`config.mk`:
```
export PLATFORM = sky130hd
export DESIGN_NAME = int_controller_flat
export DESIGN_NICKNAME = d
export VERILOG_FILES = /design/src/rtl/int_controller_if.sv /design/src/rtl/int_controller.sv /design/src/flat_wrapper.sv
export SDC_FILE = /design/constraint.sdc
export NUM_CORES = 1
export LEC_CHECK = 0
export ABC_AREA = 1
export CORE_ASPECT_RATIO = 0.75
export CORE_MARGIN = 2
export CORE_UTILIZATION = 31
export DETAILED_ROUTE_END_ITERATION = 10
export DONT_BUFFER_PORTS = 1
export SLEW_MARGIN = 20
export SYNTH_ARGS = -nofsm -noshare
export SYNTH_HDL_FRONTEND = slang
export SYNTH_SLANG_ARGS = --single-unit
export TNS_END_PERCENT = 5
```
`constraint.sdc`:
```
create_clock -name clk -period 1.83 [get_ports clk]
set_input_delay 0.2745 -clock clk [delete_from_list [all_inputs] [get_ports clk]]
set_output_delay 0.2745 -clock clk [all_outputs]
set_load 0.05 [all_outputs]
```
`src/rtl/int_controller_if.sv`:
```
// Core-side bundle of the interrupt controller: source lines,
// config register port and the request/ack/reti handshake.
interface int_controller_if #(
    parameter int N_SRC = 8
);
    logic [N_SRC-1:0] irq_i;
    logic             cfg_we_i;
    logic [2:0]       cfg_addr_i;
    logic [7:0]       cfg_dat_i;
    logic [7:0]       cfg_dat_o;
    logic             int_req_o;
    logic             int_ack_i;
    logic             reti_i;
    logic [7:0]       int_vec_o;
    logic             in_service_o;

    modport slave (
        input  irq_i, cfg_we_i, cfg_addr_i, cfg_dat_i,
        input  int_ack_i, reti_i,
        output cfg_dat_o, int_req_o, int_vec_o, in_service_o
    );

    modport master (
        output irq_i, cfg_we_i, cfg_addr_i, cfg_dat_i,
        output int_ack_i, reti_i,
        input  cfg_dat_o, int_req_o, int_vec_o, in_service_o
    );
endinterface

```
`src/rtl/int_controller.sv`:
```
// Prioritised maskable interrupt controller for the Gumnut core.
// Edge/level sources, one request at a time, vector = VECBASE + id.
module int_controller #(
    parameter int N_SRC = 8
) (
    input logic            clk,
    input logic            rst,
    input logic            cen,
    int_controller_if.slave bus
);
    typedef enum logic [1:0] {S_IDLE, S_REQ, S_SVC} state_t;

    state_t           r_state;
    logic [2:0]       r_id;
    logic             r_req;
    logic             r_svc;
    logic             r_gie;
    logic [N_SRC-1:0] r_prev;
    logic [N_SRC-1:0] r_mask;
    logic [N_SRC-1:0] r_edge;
    logic [N_SRC-1:0] r_pend;
    logic [7:0]       r_vbase;

    logic [7:0]       w_mask8;
    logic [7:0]       w_edge8;
    logic [7:0]       w_pend8;
    logic [7:0]       w_act8;
    logic [7:0]       w_ackhot;
    logic [7:0]       w_rdat;
    logic [2:0]       w_sel;
    logic             w_any;
    logic             w_ack;
    logic [N_SRC-1:0] w_clr;
    logic [N_SRC-1:0] w_set;
    logic [N_SRC-1:0] w_ackclr;
    logic [N_SRC-1:0] w_pend_nxt;

    assign w_mask8 = 8'(r_mask);
    assign w_edge8 = 8'(r_edge);
    assign w_pend8 = 8'(r_pend);
    assign w_act8  = r_gie ? (w_pend8 & w_mask8) : 8'h00;
    assign w_any   = |w_act8;

    always_comb begin
        w_sel = 3'd0;
        for (int i = 7; i >= 0; i--) begin
            if (w_act8[i]) w_sel = 3'(i);
        end
    end

    // Edge bits: new rising edge beats both software and ack clears
    assign w_ack    = (r_state == S_REQ) && bus.int_ack_i;
    assign w_ackhot = (w_ack && w_edge8[r_id]) ? (8'h01 << r_id) : 8'h00;
    assign w_ackclr = w_ackhot[N_SRC-1:0];
    assign w_clr    = (bus.cfg_we_i && bus.cfg_addr_i == 3'd3)
                    ? bus.cfg_dat_i[N_SRC-1:0] : '0;
    assign w_set    = bus.irq_i & ~r_prev;
    assign w_pend_nxt = (r_edge & (w_set | (r_pend & ~(w_clr | w_ackclr))))
                      | (~r_edge & bus.irq_i);

    always_ff @(posedge clk or negedge rst) begin
        if (!rst) begin
            r_prev  <= '0;
            r_pend  <= '0;
            r_mask  <= '0;
            r_edge  <= '0;
            r_gie   <= 1'b0;
            r_vbase <= 8'h00;
        end else if (cen) begin
            r_prev <= bus.irq_i;
            r_pend <= w_pend_nxt;
            if (bus.cfg_we_i) begin
                unique case (bus.cfg_addr_i)
                    3'd0:    r_gie   <= bus.cfg_dat_i[0];
                    3'd1:    r_mask  <= bus.cfg_dat_i[N_SRC-1:0];
                    3'd2:    r_edge  <= bus.cfg_dat_i[N_SRC-1:0];
                    3'd4:    r_vbase <= bus.cfg_dat_i;
                    default: ;
                endcase
            end
        end
    end

    always_ff @(posedge clk or negedge rst) begin
        if (!rst) begin
            r_state <= S_IDLE;
            r_id    <= 3'd0;
            r_req   <= 1'b0;
            r_svc   <= 1'b0;
        end else if (cen) begin
            unique case (r_state)
                S_IDLE: begin
                    if (w_any) begin
                        r_id    <= w_sel;
                        r_state <= S_REQ;
                        r_req   <= 1'b1;
                    end
                end
                S_REQ: begin
                    if (bus.int_ack_i) begin
                        r_state <= S_SVC;
                        r_req   <= 1'b0;
                        r_svc   <= 1'b1;
                    end else if (!w_act8[r_id]) begin
                        r_state <= S_IDLE;
                        r_req   <= 1'b0;
                    end
                end
                S_SVC: begin
                    if (bus.reti_i) begin
                        r_state <= S_IDLE;
                        r_svc   <= 1'b0;
                    end
                end
                default: begin
                    r_state <= S_IDLE;
                    r_req   <= 1'b0;
                    r_svc   <= 1'b0;
                end
            endcase
        end
    end

    always_comb begin
        w_rdat = 8'h00;
        unique case (bus.cfg_addr_i)
            3'd0:    w_rdat = {7'd0, r_gie};
            3'd1:    w_rdat = w_mask8;
            3'd2:    w_rdat = w_edge8;
            3'd3:    w_rdat = w_pend8;
            3'd4:    w_rdat = r_vbase;
            default: w_rdat = 8'h00;
        endcase
    end

    assign bus.cfg_dat_o    = w_rdat;
    assign bus.int_req_o    = r_req;
    assign bus.in_service_o = r_svc;
    assign bus.int_vec_o    = r_vbase + {5'd0, r_id};
endmodule

```
`src/flat_wrapper.sv`:
```
// flat-port wrapper written by rule: the top's interface ports become plain ports
module int_controller_flat 
#(
    parameter int N_SRC = 8
)
  (clk, rst, cen, bus_irq_i, bus_cfg_we_i, bus_cfg_addr_i, bus_cfg_dat_i, bus_int_ack_i, bus_reti_i, bus_cfg_dat_o, bus_int_req_o, bus_int_vec_o, bus_in_service_o);
  int_controller_if #(.N_SRC(N_SRC)) bus_i ();
  input logic clk;
  input logic rst;
  input logic cen;
  input wire logic [$bits(bus_i.irq_i)-1:0] bus_irq_i;
  input wire logic [$bits(bus_i.cfg_we_i)-1:0] bus_cfg_we_i;
  input wire logic [$bits(bus_i.cfg_addr_i)-1:0] bus_cfg_addr_i;
  input wire logic [$bits(bus_i.cfg_dat_i)-1:0] bus_cfg_dat_i;
  input wire logic [$bits(bus_i.int_ack_i)-1:0] bus_int_ack_i;
  input wire logic [$bits(bus_i.reti_i)-1:0] bus_reti_i;
  output wire logic [$bits(bus_i.cfg_dat_o)-1:0] bus_cfg_dat_o;
  output wire logic [$bits(bus_i.int_req_o)-1:0] bus_int_req_o;
  output wire logic [$bits(bus_i.int_vec_o)-1:0] bus_int_vec_o;
  output wire logic [$bits(bus_i.in_service_o)-1:0] bus_in_service_o;
  assign bus_i.irq_i = bus_irq_i;
  assign bus_i.cfg_we_i = bus_cfg_we_i;
  assign bus_i.cfg_addr_i = bus_cfg_addr_i;
  assign bus_i.cfg_dat_i = bus_cfg_dat_i;
  assign bus_i.int_ack_i = bus_int_ack_i;
  assign bus_i.reti_i = bus_reti_i;
  assign bus_cfg_dat_o = bus_i.cfg_dat_o;
  assign bus_int_req_o = bus_i.int_req_o;
  assign bus_int_vec_o = bus_i.int_vec_o;
  assign bus_in_service_o = bus_i.in_service_o;
  int_controller #(.N_SRC(N_SRC)) u_core (.clk(clk), .rst(rst), .cen(cen), .bus(bus_i));
endmodule
```
=== Yosys cells after proc, flatten, opt, wreduce, memory -nomap -nowiden ===
Cells that the tools add are included.

* Bits in registers: 48
* Logic and storage cells: 78

* Add/sub/neg operators: 1
* Order comparisons: 1
* Equality and inequality tests: 10
* Shifts and indexed selects: 1
* Mux-type cells: 28
* Bitwise operators: 13
* Reductions and logical operators: 14

{| class="wikitable"
|+ Operators by type and width
! operator !! count
|-
| 8-bit bitwise AND || 5
|-
| 8-bit one-hot mux with 5 select lines || 1
|-
| 3-bit 2-to-1 mux || 8
|-
| 8-bit 2-to-1 mux || 3
|-
| 8-bit NOT || 3
|-
| 8-bit OR || 3
|-
| 3-bit AND reduction || 5
|-
| 4-bit AND reduction || 3
|-
| 8-bit by 3-bit adder with 8-bit output || 1
|-
| 2-bit 2-to-1 mux || 4
|-
| 8-bit OR reduction || 1
|-
| 1-bit by 3-bit << shifter with 8-bit output (first input constant) || 1
|-
| 1-bit 2-to-1 mux || 7
|-
| 1-bit binary-select mux with 3-bit select || 2
|-
| 3-bit by 2-bit equality test with 1-bit output (second input constant) || 2
|-
| 1-bit one-hot mux with 3 select lines || 2
|-
| 2-bit one-hot mux with 3 select lines || 1
|-
| 3-bit by 4-bit less-than comparator with 1-bit output (second input constant) || 1
|-
| 2-bit != test (second input constant) || 2
|-
| 3-bit by 1-bit equality test with 1-bit output (second input constant) || 1
|-
| 3-bit equality test (second input constant) || 1
|-
| 1-bit logical AND || 3
|-
| 3-bit logical NOT || 1
|-
| 3-bit != test (second input constant) || 1
|-
| 5 further kinds || 6
|}

=== Longest topological paths before layout ===
* Depth in word-level cells: 10
* Depth in mapped cells: 10
* Gate-level depth less buffers: 9

=== Worst setup path before layout ===
Ideal clock, no wire load.

* Path type: reg-to-output
* Start: register u_core.r_id[0]
* End: output port bus_int_vec_o[6]
* Arrival time: 2.292 ns
* Slack: -0.737 ns
* Stages on the path, launching flop included: 8
* Cells stage by stage: dfrtp_1 > ha_1 > inv_1 > fa_1 > o21ai_0 > nand2_1 > nor3_1 > xor2_1

* Cells in the longest elaborated chain, start to end: 1

{| class="wikitable"
|+ RTL lines
! element !! RTL line !! RTL
|-
| start: declaration || int_controller.sv:14 || <nowiki>logic [2:0] r_id;</nowiki>
|-
| start signal: assignment || int_controller.sv:94 || <nowiki>r_id <= w_sel;</nowiki>
|-
| 8-bit by 3-bit adder with 8-bit output || int_controller.sv:139 || <nowiki>assign bus.int_vec_o = r_vbase + {5'd0, r_id};</nowiki>
|-
| end: declaration || flat_wrapper.sv:19 || <nowiki>output wire logic [$bits(bus_i.int_vec_o)-1:0] bus_int_vec_o;</nowiki>
|}

Every way passes these cells.

=== Worst setup path in the final report ===
Same ends and word-level chain as after synthesis.

==> key figures <==
Status
  – Violations in the final reports: negative setup slack
  – Result of the run: complete, but fails checks

Detailed routing
  – Routed via count: 2,571
  – Post-Route WL: 7700 um
  – Per-cell via count in the routed design: 4.84
  – Routed wirelength normalized by instance count: 14.5 um
  – First-pass detailed-route iteration total: 4
  – Final ANT Viol Nets: 0
  – DRC violation count after routing: 0
  – DRC marker count from the first detailed-route iteration: 189

Worst setup path
  – Critical Path, Cell by Cell: ha_2, inv_2, fa_2, o21ai_2, nand2_2, nor3_4, xor2_4, buf_12
  – Crit-path slowest cell: sky130_fd_sc_hd__dfrtp_1
  – Data required, critical path: 1.56 ns
  – Worst setup path class: reg2out
  – Data arrival time of the worst path: 2.01 ns
  – Startpoint type of the worst setup path: flop
  – Maximum single-stage delay on the critical path: 0.36 ns
  – Flop2flop setup slack: 0.20 ns
  – Crit path buf inv count: 2
  – Largest delay contributor family on the critical path: adder cells
  – Critical path peak fanout: 2
  – Crit end category: output port

CTS
  – Number of buffers created by CTS: 5
  – CTS tree: done
  – Buffers inserted by post-CTS timing repair: 0
  – Worst-path clk slew: 0.06 ns
  – Later-pin clock latency in the skew report: 0.29 ns
  – Clock Sink Count: 48
  – CTS root buffer: sky130_fd_sc_hd__clkbuf_16
  – H-tree depth: 2
  – Max Root-Sink Buffers: 2

Synth
  – Most used flip-flop cell after synthesis: sky130_fd_sc_hd__dfrtp_1
  – Synth area leader: sky130_fd_sc_hd__dfrtp_1
  – Proportion of synthesized chip area in sequential cells: 0.414
  – Number of synthesis warnings: 0
  – Per-instance average area after synthesis: 7.76 um2
  – Synth cell count leaders: sky130_fd_sc_hd__nand2_1 (141), sky130_fd_sc_hd__dfrtp_1 (48), sky130_fd_sc_hd__inv_1 (27), sky130_fd_sc_hd__nand3_1 (27), sky130_fd_sc_hd__a21oi_1 (19)
  – Synth async-reset ratio: 1.00
  – Synth Instances: 374
  – Combined area of all synthesized cells: 0.00290 mm2
  – Synth top area share: 0.414
  – Yosys reg bits: 48
  – Synth top area cells: sky130_fd_sc_hd__dfrtp_1 (41%), sky130_fd_sc_hd__nand2_1 (18%), sky130_fd_sc_hd__nand3_1 (4.7%)
  – Count leader, synth: sky130_fd_sc_hd__nand2_1
  – Net Count, Synth: 403
  – Number of distinct library cells after synthesis: 38
  – Number of synthesized flops with an enable pin: 0

Place
  – Final HPWL from detailed placement: 6130 um
  – Placer Congestion: 0.866
  – IO buf count: 0

Global routing
  – Leftover overflow at the end of global routing: 0
  – Global-route wire length before repair: 12,800 um
  – Maximum number of pins on one net before global-route repair: 49
  – Number of antenna violations at the first check in global routing: 0
  – Via count of the first global-routing pass: 2,521
  – Total Routing Usage GR: 0.165

Floorplan
  – Width of the die: 116 um
  – # IOs: 43
  – Die boundary height: 87.8 um
  – Initial Utilization: 0.320
  – Die Footprint: 0.0102 mm2
  – Floorplan Core Area: 0.00908 mm2
  – # rows: 30

STA
  – Final Critical Period: 2.29 ns
  – Top achievable clock speed: 0.437 GHz
  – Final max-slew violation count: 0
  – Layout Skew: 0.00552 ns
  – Worst rel slew slack: 0.689
  – Worst setup slack after layout: -0.456 ns
  – Final hold vios: 0
  – Crit share post-route: 1.25
  – Number of failing setup endpoints in the final timing report: 7
  – RSZ-0062 raised after global routing: yes
  – Slew at the pin closest to its max-slew limit: 0.464 ns

Cells and area
  – Share of final-layout standard cells stronger than drive strength 1: 0.236
  – Register area: 0.00120 mm2
  – Area growth from synthesis to layout: 21.8%
  – # diodes: 0
  – Nets: 432
  – Final-layout fill cell count: 959
  – Multi-input gate area in the final layout: 0.00159 mm2
  – Post-layout util: 0.389

Job
  – Max-cap check violation count: 0

Power
  – Pwr per Cell Area: 1230 mW/mm2
  – Total power: 4.34 mW
  – Worst-case vdd ir drop: 397 uV
  – Pleak: 1.70 nW

Hold path
  – Worst min path class: in2reg
-- power breakdown --
| part | internal (mW) | leakage (nW) | switching, mW |
|---|---|---|---|
| Clock | 0.497 | 0.0667 | 0.387 |
| Sequential | 1.27 | 0.596 | 0.289 |
| Combinational | 0.729 | 1.03 | 1.16 |
-- state kept, by name, summed over array words and instances (netlist names) --
signal                   cells
u_core.r_id                  3
u_core.r_edge                8
u_core.r_pend                8
u_core.r_vbase               8
u_core.r_prev                8
u_core.bus.int_req_o         1
u_core.r_mask                8
u_core.bus.in_service_o      1
u_core.r_gie                 1
u_core.r_state               2
-- metrics by stage --
stage / setup TNS (ns) / hold slack [ns] / cell area, um2 / cells / setup WS, ns
after floorplan: -1.55 / -0.0211 / 2980 / 374 / -0.315
after global placement: -0.528 / -0.0194 / 3330 / 522 / -0.188
after detailed placement: -0.642 / -0.0181 / 3330 / 522 / -0.225
after CTS: -1.91 / 0.0872 / 3520 / 531 / -0.472
after global routing: -2.39 / 0.0791 / 3540 / 531 / -0.550
final: -1.89 / 0.0887 / 3540 / 531 / -0.456
-- final cells by class --
class / instances / share of cell area
inverter: 36 / 0.0386
clock inverter: 1 / 0.00142
clock buffer: 6 / 0.0364
sequential: 48 / 0.340
tap: 128 / 0.0453
multi-input combinational: 282 / 0.450
timing repair buffer: 30 / 0.0888
-- repair_timing --
item                                    in CTS  in global routing
hold endpoints to repair                    48                  0
pin swaps                                    2                  1
endpoints found under the setup margin       7                  8
cloned                                       0                  0
resized for setup                            5                  3
hold buffers                                 2                  0
-- per-layer routing --
layer  up-vias  track usage  routed length [um]
met2        59        0.244                3310
met3         9       0.0457                 500
li1       1277            -                   -
met5         -            0                   0
met4         0       0.0444                  84
met1      1226        0.237                3800
-- kinds of logic after synthesis --
family,count (synthesis),share of synthesized area
AOI/OAI and AO/OA,67,0.153
xor gates and xnor gates,6,0.0181
DFF,48,0.414
adders and majority gates,4,0.0198
buffers and inverters,44,0.0737
and+or+nand+nor,205,0.322
-- worst paths after layout --
check / cells after the start / from / endpoint
min in group asynchronous: 2 / rst / u_core.bus.int_req_o
min reg2reg: 2 / u_core.r_prev[2] / u_core.r_prev[2]
min: 1 / cen / u_core.r_prev[6]
max in group asynchronous: 2 / rst / u_core.r_pend[5]
max reg2reg: 7 / u_core.r_gie / u_core.r_id[0]
max: 8 / u_core.r_id[0] / bus_int_vec_o[6]
-- cell usage in the layout, fill, tap and decap left out, drive strengths merged --
cell type    Yosys  layout
nand4            5       5
nand2          147     147
o21ai           33      33
nor3             5       5
buf              7      29
dfrtp           48      48
fa               1       1
o21bai           1       1
a21oi           24      24
o211ai           1       1
nor2            18      18
nand3           29      29
clkinv           2       3
nand3b           1       1
ha               3       3
o2111ai          5       5
dlygate4sd3      0       1
clkbuf           1       6
xnor2            1       1
o31ai            1       1
a22oi            2       2
inv             34      34
xor2             5       5
Note: power is estimated with default switching activity, not from simulation.
